$ cat src/rtl/wr_control_deskew_if.sv
// ---------------------------------------------------------------------------
// wr_control_deskew_if
//
// Bundles the start/busy/done handshake and the per-lane write bus of the
// result write-back sequencer.
//
// Signals:
//   start      controller -> sequencer  request a write burst
//   base_addr  controller -> sequencer  first row address for every lane
//   num_rows   controller -> sequencer  rows written per lane
//   busy       sequencer -> controller  burst in progress
//   done       sequencer -> controller  one-cycle completion pulse
//   wr_en      sequencer -> memory      per-lane write enable (bit i = column i)
//   wr_addr    sequencer -> memory      packed lane addresses, lane i at
//                                       [i*addr_width +: addr_width]
//
// Modports:
//   master  the controller / memory side that drives start and observes writes
//   slave   the sequencer itself
// ---------------------------------------------------------------------------
interface wr_control_deskew_if #(
  parameter int width_height = 4,
  parameter int addr_width   = 8
);

  logic                               start;
  logic [addr_width-1:0]              base_addr;
  logic [addr_width-1:0]              num_rows;
  logic                               busy;
  logic                               done;
  logic [width_height-1:0]            wr_en;
  logic [width_height*addr_width-1:0] wr_addr;

  modport master (
    output start, base_addr, num_rows,
    input  busy, done, wr_en, wr_addr
  );

  modport slave (
    input  start, base_addr, num_rows,
    output busy, done, wr_en, wr_addr
  );

endinterface

$ cat src/rtl/wr_control_deskew.sv
// ---------------------------------------------------------------------------
// wr_control_deskew
//
// Result write-back sequencer sitting downstream of the systolic array.
// Array output columns emerge skewed by one cycle per column, so this block
// produces matching staggered per-lane write enables and addresses; every
// column then lands row-aligned in the output memory.
//
// Ports:
//   clk    rising-edge clock
//   reset  asynchronous, active-low reset
//   bus    wr_control_deskew_if.slave
//            start/base_addr/num_rows in, busy/done/wr_en/wr_addr out
//
// Parameters:
//   width_height  number of array columns (= write lanes)
//   addr_width    per-lane address width
//   latency       cycles from accepted start to the first lane-0 result
// ---------------------------------------------------------------------------
module wr_control_deskew #(
  parameter int width_height = 4,
  parameter int addr_width   = 8,
  parameter int latency      = 2
) (
  input  logic                  clk,
  input  logic                  reset,
  wr_control_deskew_if.slave    bus
);

  // Master counter must reach num_rows + width_height - 2 without overflow,
  // even for the largest num_rows.
  localparam int cnt_width = addr_width + $clog2(width_height) + 1;
  localparam int lat_width = (latency > 1) ? $clog2(latency) : 1;
  localparam int lat_last  = (latency > 0) ? latency - 1 : 0;

  typedef enum logic [1:0] {
    IDLE,
    WAIT,
    STREAM,
    DONE
  } state_t;

  state_t                             state;
  logic [cnt_width-1:0]               cnt;
  logic [lat_width-1:0]               wait_cnt;
  logic [addr_width-1:0]              base_q;
  logic [addr_width-1:0]              rows_q;

  logic [cnt_width-1:0]               last_cnt;
  logic [cnt_width-1:0]               lane_off;
  logic [width_height-1:0]            lane_en;
  logic [width_height*addr_width-1:0] lane_addr;

  // Final value of the master counter: the last lane finishes its last row
  // width_height-1 counts after lane 0 does. Only used when rows_q > 0.
  assign last_cnt = cnt_width'(rows_q) + cnt_width'(width_height) - cnt_width'(2);

  // Lane i is delayed by i counts. It writes while its own row offset
  // (cnt - i) lies in [0, rows_q); the address wraps modulo 2^addr_width.
  always_comb begin
    lane_en   = '0;
    lane_addr = '0;
    lane_off  = '0;
    for (int i = 0; i < width_height; i++) begin
      lane_off = cnt - cnt_width'(i);
      if ((cnt >= cnt_width'(i)) && (lane_off < cnt_width'(rows_q))) begin
        lane_en[i] = 1'b1;
        lane_addr[i*addr_width +: addr_width] = base_q + lane_off[addr_width-1:0];
      end
    end
  end

  // Sequencer FSM. Outputs are registered: the enables computed from cnt in
  // STREAM become visible one cycle later, so the DONE state cycle still
  // shows the final write and done itself appears in the cycle after it.
  always_ff @(posedge clk or negedge reset) begin
    if (!reset) begin
      state       <= IDLE;
      cnt         <= '0;
      wait_cnt    <= '0;
      base_q      <= '0;
      rows_q      <= '0;
      bus.busy    <= 1'b0;
      bus.done    <= 1'b0;
      bus.wr_en   <= '0;
      bus.wr_addr <= '0;
    end else begin
      case (state)
        IDLE: begin
          bus.done <= 1'b0;
          if (bus.start) begin
            base_q   <= bus.base_addr;
            rows_q   <= bus.num_rows;
            bus.busy <= 1'b1;
            cnt      <= '0;
            wait_cnt <= '0;
            if (bus.num_rows == '0) begin
              state <= DONE;
            end else if (latency == 0) begin
              state <= STREAM;
            end else begin
              state <= WAIT;
            end
          end
        end

        WAIT: begin
          if (wait_cnt == lat_width'(lat_last)) begin
            wait_cnt <= '0;
            state    <= STREAM;
          end else begin
            wait_cnt <= wait_cnt + 1'b1;
          end
        end

        STREAM: begin
          bus.wr_en   <= lane_en;
          bus.wr_addr <= lane_addr;
          if (cnt == last_cnt) begin
            state <= DONE;
          end else begin
            cnt <= cnt + 1'b1;
          end
        end

        DONE: begin
          bus.wr_en   <= '0;
          bus.wr_addr <= '0;
          bus.busy    <= 1'b0;
          bus.done    <= 1'b1;
          cnt         <= '0;
          state       <= IDLE;
        end

        default: begin
          state <= IDLE;
        end
      endcase
    end
  end

endmodule

$ cat src/flat_wrapper.sv
// flat-port wrapper written by rule: the top's interface ports become plain ports
module wr_control_deskew_flat 
#(
  parameter int width_height = 4,
  parameter int addr_width   = 8,
  parameter int latency      = 2
)
  (clk, reset, bus_start, bus_base_addr, bus_num_rows, bus_busy, bus_done, bus_wr_en, bus_wr_addr);
  wr_control_deskew_if #(.width_height(width_height), .addr_width(addr_width)) bus_i ();
  input  logic clk;
  input  logic reset;
  input wire logic [$bits(bus_i.start)-1:0] bus_start;
  input wire logic [$bits(bus_i.base_addr)-1:0] bus_base_addr;
  input wire logic [$bits(bus_i.num_rows)-1:0] bus_num_rows;
  output wire logic [$bits(bus_i.busy)-1:0] bus_busy;
  output wire logic [$bits(bus_i.done)-1:0] bus_done;
  output wire logic [$bits(bus_i.wr_en)-1:0] bus_wr_en;
  output wire logic [$bits(bus_i.wr_addr)-1:0] bus_wr_addr;
  assign bus_i.start = bus_start;
  assign bus_i.base_addr = bus_base_addr;
  assign bus_i.num_rows = bus_num_rows;
  assign bus_busy = bus_i.busy;
  assign bus_done = bus_i.done;
  assign bus_wr_en = bus_i.wr_en;
  assign bus_wr_addr = bus_i.wr_addr;
  wr_control_deskew #(.width_height(width_height), .addr_width(addr_width), .latency(latency)) u_core (.clk(clk), .reset(reset), .bus(bus_i));
endmodule
$ cat config.mk
export PLATFORM = sky130hd
export DESIGN_NAME = wr_control_deskew_flat
export DESIGN_NICKNAME = d
export VERILOG_FILES = /design/src/rtl/wr_control_deskew_if.sv /design/src/rtl/wr_control_deskew.sv /design/src/flat_wrapper.sv
export SDC_FILE = /design/constraint.sdc
export NUM_CORES = 1
export LEC_CHECK = 0
export ABC_AREA = 1
export BUFFER_PORTS_ARGS = -buffer_cell sky130_fd_sc_hd__buf_2
export CELL_PAD_IN_SITES_DETAIL_PLACEMENT = 1
export CELL_PAD_IN_SITES_GLOBAL_PLACEMENT = 1
export CORE_MARGIN = 3
export CORE_UTILIZATION = 48
export CTS_CLUSTER_SIZE = 14
export DETAILED_ROUTE_END_ITERATION = 16
export GPL_TIMING_DRIVEN = 1
export PLACE_DENSITY = 0.91
export SLEW_MARGIN = 20
export SYNTH_ARGS = -nofsm -noshare
export SYNTH_HDL_FRONTEND = slang
export SYNTH_SLANG_ARGS = --single-unit
$ cat constraint.sdc
create_clock -name clk -period 6.35 [get_ports clk]
set_clock_uncertainty 0.15 [all_clocks]
set_input_delay 1.27 -clock clk [delete_from_list [all_inputs] [get_ports clk]]
set_output_delay 1.27 -clock clk [all_outputs]
set_load 0.02 [all_outputs]
==> key figures <==
Global route
  • Wire length of the first global-routing pass: 30020 µm
  • Via count of the first global-routing pass: 5799
  • Total routing resource utilization after global routing: 30.17%
  • Antenna violations before repair: 0
  • Maximum number of pins on one net before global-route repair: 69
  • Sum of overflow across all layers after global routing: 0

CTS
  • Level count of the clock H-tree: 3
  • Setup fix buffers added after clock tree synthesis: 0
  • Largest buffer count on any clock path: 2
  • CTS tree: built
  • Post-cts repair resize count: 0
  • Worst-Skew Late Latency: 0.34 ns
  • CTS Buf Count: 9
  • Worst-path clk slew: 0.05 ns
  • Hold bufs inserted after CTS: 0
  • TritonCTS Sinks: 68
  • Cell chosen for the clock root: sky130_fd_sc_hd__clkbuf_16

Route
  • Routed WL per cell: 19.94 µm
  • Detail Route Antenna Nets: 0
  • Starting DRC count in detailed routing: 317
  • Per-cell via count in the routed design: 5.727
  • Detailed-router iteration count before antenna repair: 5
  • Remaining DRCs: 0
  • Count of vias placed by the detailed router: 5263
  • Total wire length after detailed routing: 18320 µm

Placed design
  • Gp weighted congestion: 0.9728
  • Dpl hpwl: 14310 µm
  • Standard cell area after detailed placement: 0.005887 mm²
  • Cells after DPL: 905
  • Number of buffers inserted by port buffering: 56
  • Setup slack at placement: 3.138 ns

Synth
  • Nets in the synthesized netlist: 818
  • Count of different cell masters after synthesis: 46
  • Total standard cell area after synthesis: 0.005529 mm²
  • Synthesis Warnings: 0
  • Portion of synthesized cell area occupied by the leading cell type: 30.78%
  • Instance count of the mapped netlist: 725
  • Cells taking the most area after synthesis: sky130_fd_sc_hd__dfrtp_1 31%, sky130_fd_sc_hd__ha_1 16%, sky130_fd_sc_hd__nand2_1 14%, sky130_fd_sc_hd__xor2_1 5.7%, sky130_fd_sc_hd__o21ai_0 5.4%
  • Synth async-reset ratio: 100.0%
  • Post-synth top area cell: sky130_fd_sc_hd__dfrtp_1
  • Post-synthesis sequential area ratio: 30.78%
  • Mean instance size in the synthesized netlist: 7.626 µm²
  • Synthesized flop and latch total: 68
  • Number of synthesized flops with an enable pin: 0
  • Dominant register cell in the synthesized netlist: sky130_fd_sc_hd__dfrtp_1

STA
  • Period Utilization, post-route: 52.54%
  • Final Hold Vio Count: 0
  • Setup repair after global routing missed its margin: false
  • Upper clock frequency limit: 299.8 MHz
  • Normalized max-slew margin: 41.54%
  • Setup slack after layout: 3.014 ns
  • Final max-slew violation count: 0
  • Total negative slack for setup checks: 0 ns
  • Final critical delay including setup and external delays: 3.336 ns
  • Final setup violating endpoints: 0
  • Worst-margin pin slew: 0.8768 ns

Flow run
  • Number of violations of the max-capacitance limit: 0

Floorplan
  • Die X: 113.3 µm
  • Die Outline Area: 0.01284 mm²
  • Chip height: 113.3 µm
  • Number of top-level design ports: 57
  • Row count: 38
  • Initial Util: 50.12%
  • Core area: 0.01103 mm²

Finish
  • Sequential cell area: 0.001702 mm²
  • Layout cells sized above 1: 11.55%
  • Net count reported at finish: 869
  • Inserted Diodes: 0
  • Final-layout fill cell count: 1438
  • Commonest cells after routing, fill and taps aside: 207 x sky130_fd_sc_hd__nand2_1, 70 x sky130_fd_sc_hd__ha_1, 68 x sky130_fd_sc_hd__dfrtp_1
  • Multi-input logic area: 0.003453 mm²
  • Synth-to-Final Area Change: 11.16%
  • Final standard cell count with taps included and fillers excluded: 919
  • Cell area after layout: 0.006146 mm²
  • Commonest non-fill, non-tap cell in the layout: sky130_fd_sc_hd__nand2_1

Pwr
  • Maximum resistive drop on vdd: 0.2596 mV
  • Leakage dissipation: 3.208 nW
  • Power density relative to cell area: 449.1 mW/mm²

Critical path
  • Arrival time at the worst endpoint: 3.38 ns
  • Worst Setup Start Kind: flip-flop
  • Top fanout value on the critical path: 13
  • Worst path required time: 6.39 ns
  • Endpoint class of the critical path: flip-flop
  • Setup CP Type: reg2reg

Min path
  • Worst min path class: reg2reg

Outcome
  • Outcome: finished, final reports clean
## registers in the layout, summed over array words and instances, names as in the netlist
| register | cells |
|---|---|
| u_core.bus.busy | 1 |
| u_core.cnt | 11 |
| u_core.bus.wr_addr | 32 |
| u_core.rows_q | 8 |
| u_core.wait_cnt | 1 |
| u_core.state | 2 |
| u_core.bus.wr_en | 4 |
| u_core.base_q | 8 |
| u_core.bus.done | 1 |
## critical path: stages, from the launching register on
cell and delay (ns):
sky130_fd_sc_hd__dfrtp_1 0.60, sky130_fd_sc_hd__inv_1 0.15, sky130_fd_sc_hd__ha_1 0.21, sky130_fd_sc_hd__a21oi_1 0.30, sky130_fd_sc_hd__xor2_1 0.26, sky130_fd_sc_hd__ha_1 0.32, sky130_fd_sc_hd__inv_1 0.10, sky130_fd_sc_hd__o21ai_0 0.12
sky130_fd_sc_hd__a31oi_1 0.25, sky130_fd_sc_hd__inv_1 0.08, sky130_fd_sc_hd__a21oi_1 0.16, sky130_fd_sc_hd__nor2_1 0.06, sky130_fd_sc_hd__nor2_1 0.12, sky130_fd_sc_hd__xor2_1 0.18, sky130_fd_sc_hd__o21ai_0 0.13
## synth_stat cells, types with 2 or more instances
| library cell | count |
|---|---|
| sky130_fd_sc_hd__nor4_1 | 5 |
| sky130_fd_sc_hd__or2_2 | 2 |
| sky130_fd_sc_hd__inv_1 | 66 |
| sky130_fd_sc_hd__clkbuf_1 | 5 |
| sky130_fd_sc_hd__buf_6 | 2 |
| sky130_fd_sc_hd__buf_4 | 4 |
| sky130_fd_sc_hd__clkinv_1 | 2 |
| sky130_fd_sc_hd__a21oi_1 | 38 |
| sky130_fd_sc_hd__xnor2_1 | 9 |
| sky130_fd_sc_hd__nor2_4 | 2 |
| sky130_fd_sc_hd__xor2_1 | 36 |
| sky130_fd_sc_hd__nand2_2 | 4 |
| sky130_fd_sc_hd__a21o_1 | 3 |
| sky130_fd_sc_hd__nand4_1 | 15 |
| sky130_fd_sc_hd__buf_2 | 4 |
| sky130_fd_sc_hd__o21a_1 | 2 |
| sky130_fd_sc_hd__dfrtp_1 | 68 |
| sky130_fd_sc_hd__nor2_1 | 42 |
| sky130_fd_sc_hd__o211ai_1 | 3 |
| sky130_fd_sc_hd__nand2_4 | 3 |
| sky130_fd_sc_hd__fa_1 | 4 |
| sky130_fd_sc_hd__nor3_1 | 8 |
| sky130_fd_sc_hd__nor2_2 | 2 |
| sky130_fd_sc_hd__a31oi_1 | 3 |
| sky130_fd_sc_hd__nand3_2 | 2 |
| sky130_fd_sc_hd__nand2_1 | 207 |
| sky130_fd_sc_hd__o21ai_0 | 60 |
| sky130_fd_sc_hd__a211oi_1 | 2 |
| sky130_fd_sc_hd__nand3_1 | 36 |
| sky130_fd_sc_hd__ha_1 | 70 |
## metal layers
layer | part of all wire (%) | vias to the layer above | track usage, %
li1 | - | 2492 | -
met4 | 2.8 | 0 | 12.98
met1 | 44 | 2578 | 37.65
met2 | 48 | 153 | 51.66
met5 | 0 | - | 0
met3 | 4.6 | 40 | 4.813
## metrics by stage
stage | total power [W] | hold slack, ns | util [%]
6_report | 0.002760 | 0.3302 | 55.72
5_1_grt | 0.002993 | 0.3641 | 55.72
4_1_cts | 0.002759 | 0.3363 | 55.72
3_5_place_dp | 0.002279 | 0.3232 | 53.37
3_3_place_gp | 0.002156 | 0.3099 | 53.37
2_1_floorplan | 0.001807 | 0.3030 | -
## kinds of logic (layout without fill, tap and decap cells)
group	after synthesis	after routing	share of synthesized area [%]
AOI/OAI and AO/OA	120	120	11.97
xor gates and xnor gates	45	45	7.128
adders and majority gates	74	74	17.29
buffers and inverters	87	141	6.811
DFF	68	68	30.78
and+or+nand+nor	331	331	26.02
## layout make-up
type / count / share of cell area [%]
multi-input cells: 570 / 56.19
flip-flops and latches: 68 / 27.69
repair buffers: 58 / 4.805
inverters: 69 / 4.255
clock buffers: 12 / 4.011
well taps: 140 / 2.850
clock inverters: 2 / 0.2036
## where the power goes
| part | leakage (nW) | internal (W) | switching (W) |
|---|---|---|---|
| combinational | 2.17 | 0.000571 | 0.00108 |
| sequential | 0.908 | 0.000524 | 0.000129 |
| clock | 0.125 | 0.000270 | 0.000183 |
| total | 3.21 | 0.00136 | 0.00140 |
## worst paths after layout
check | start | endpoint | slack, ns | cells after the start
worst max-delay path | u_core.cnt[2] | u_core.bus.wr_addr[30] | 3.01 | 14
worst min-delay path | u_core.bus.wr_en[0] | u_core.bus.wr_en[0] | 0.33 | 2
worst max register to register | u_core.cnt[2] | u_core.bus.wr_addr[30] | 3.01 | 14
worst min register to register | u_core.bus.wr_en[0] | u_core.bus.wr_en[0] | 0.33 | 2
max in group asynchronous | reset | u_core.rows_q[6] | 4.50 | 2
min in group asynchronous | reset | u_core.bus.wr_addr[24] | 0.97 | 2
No activity file was read; power rests on OpenSTA's default activity.
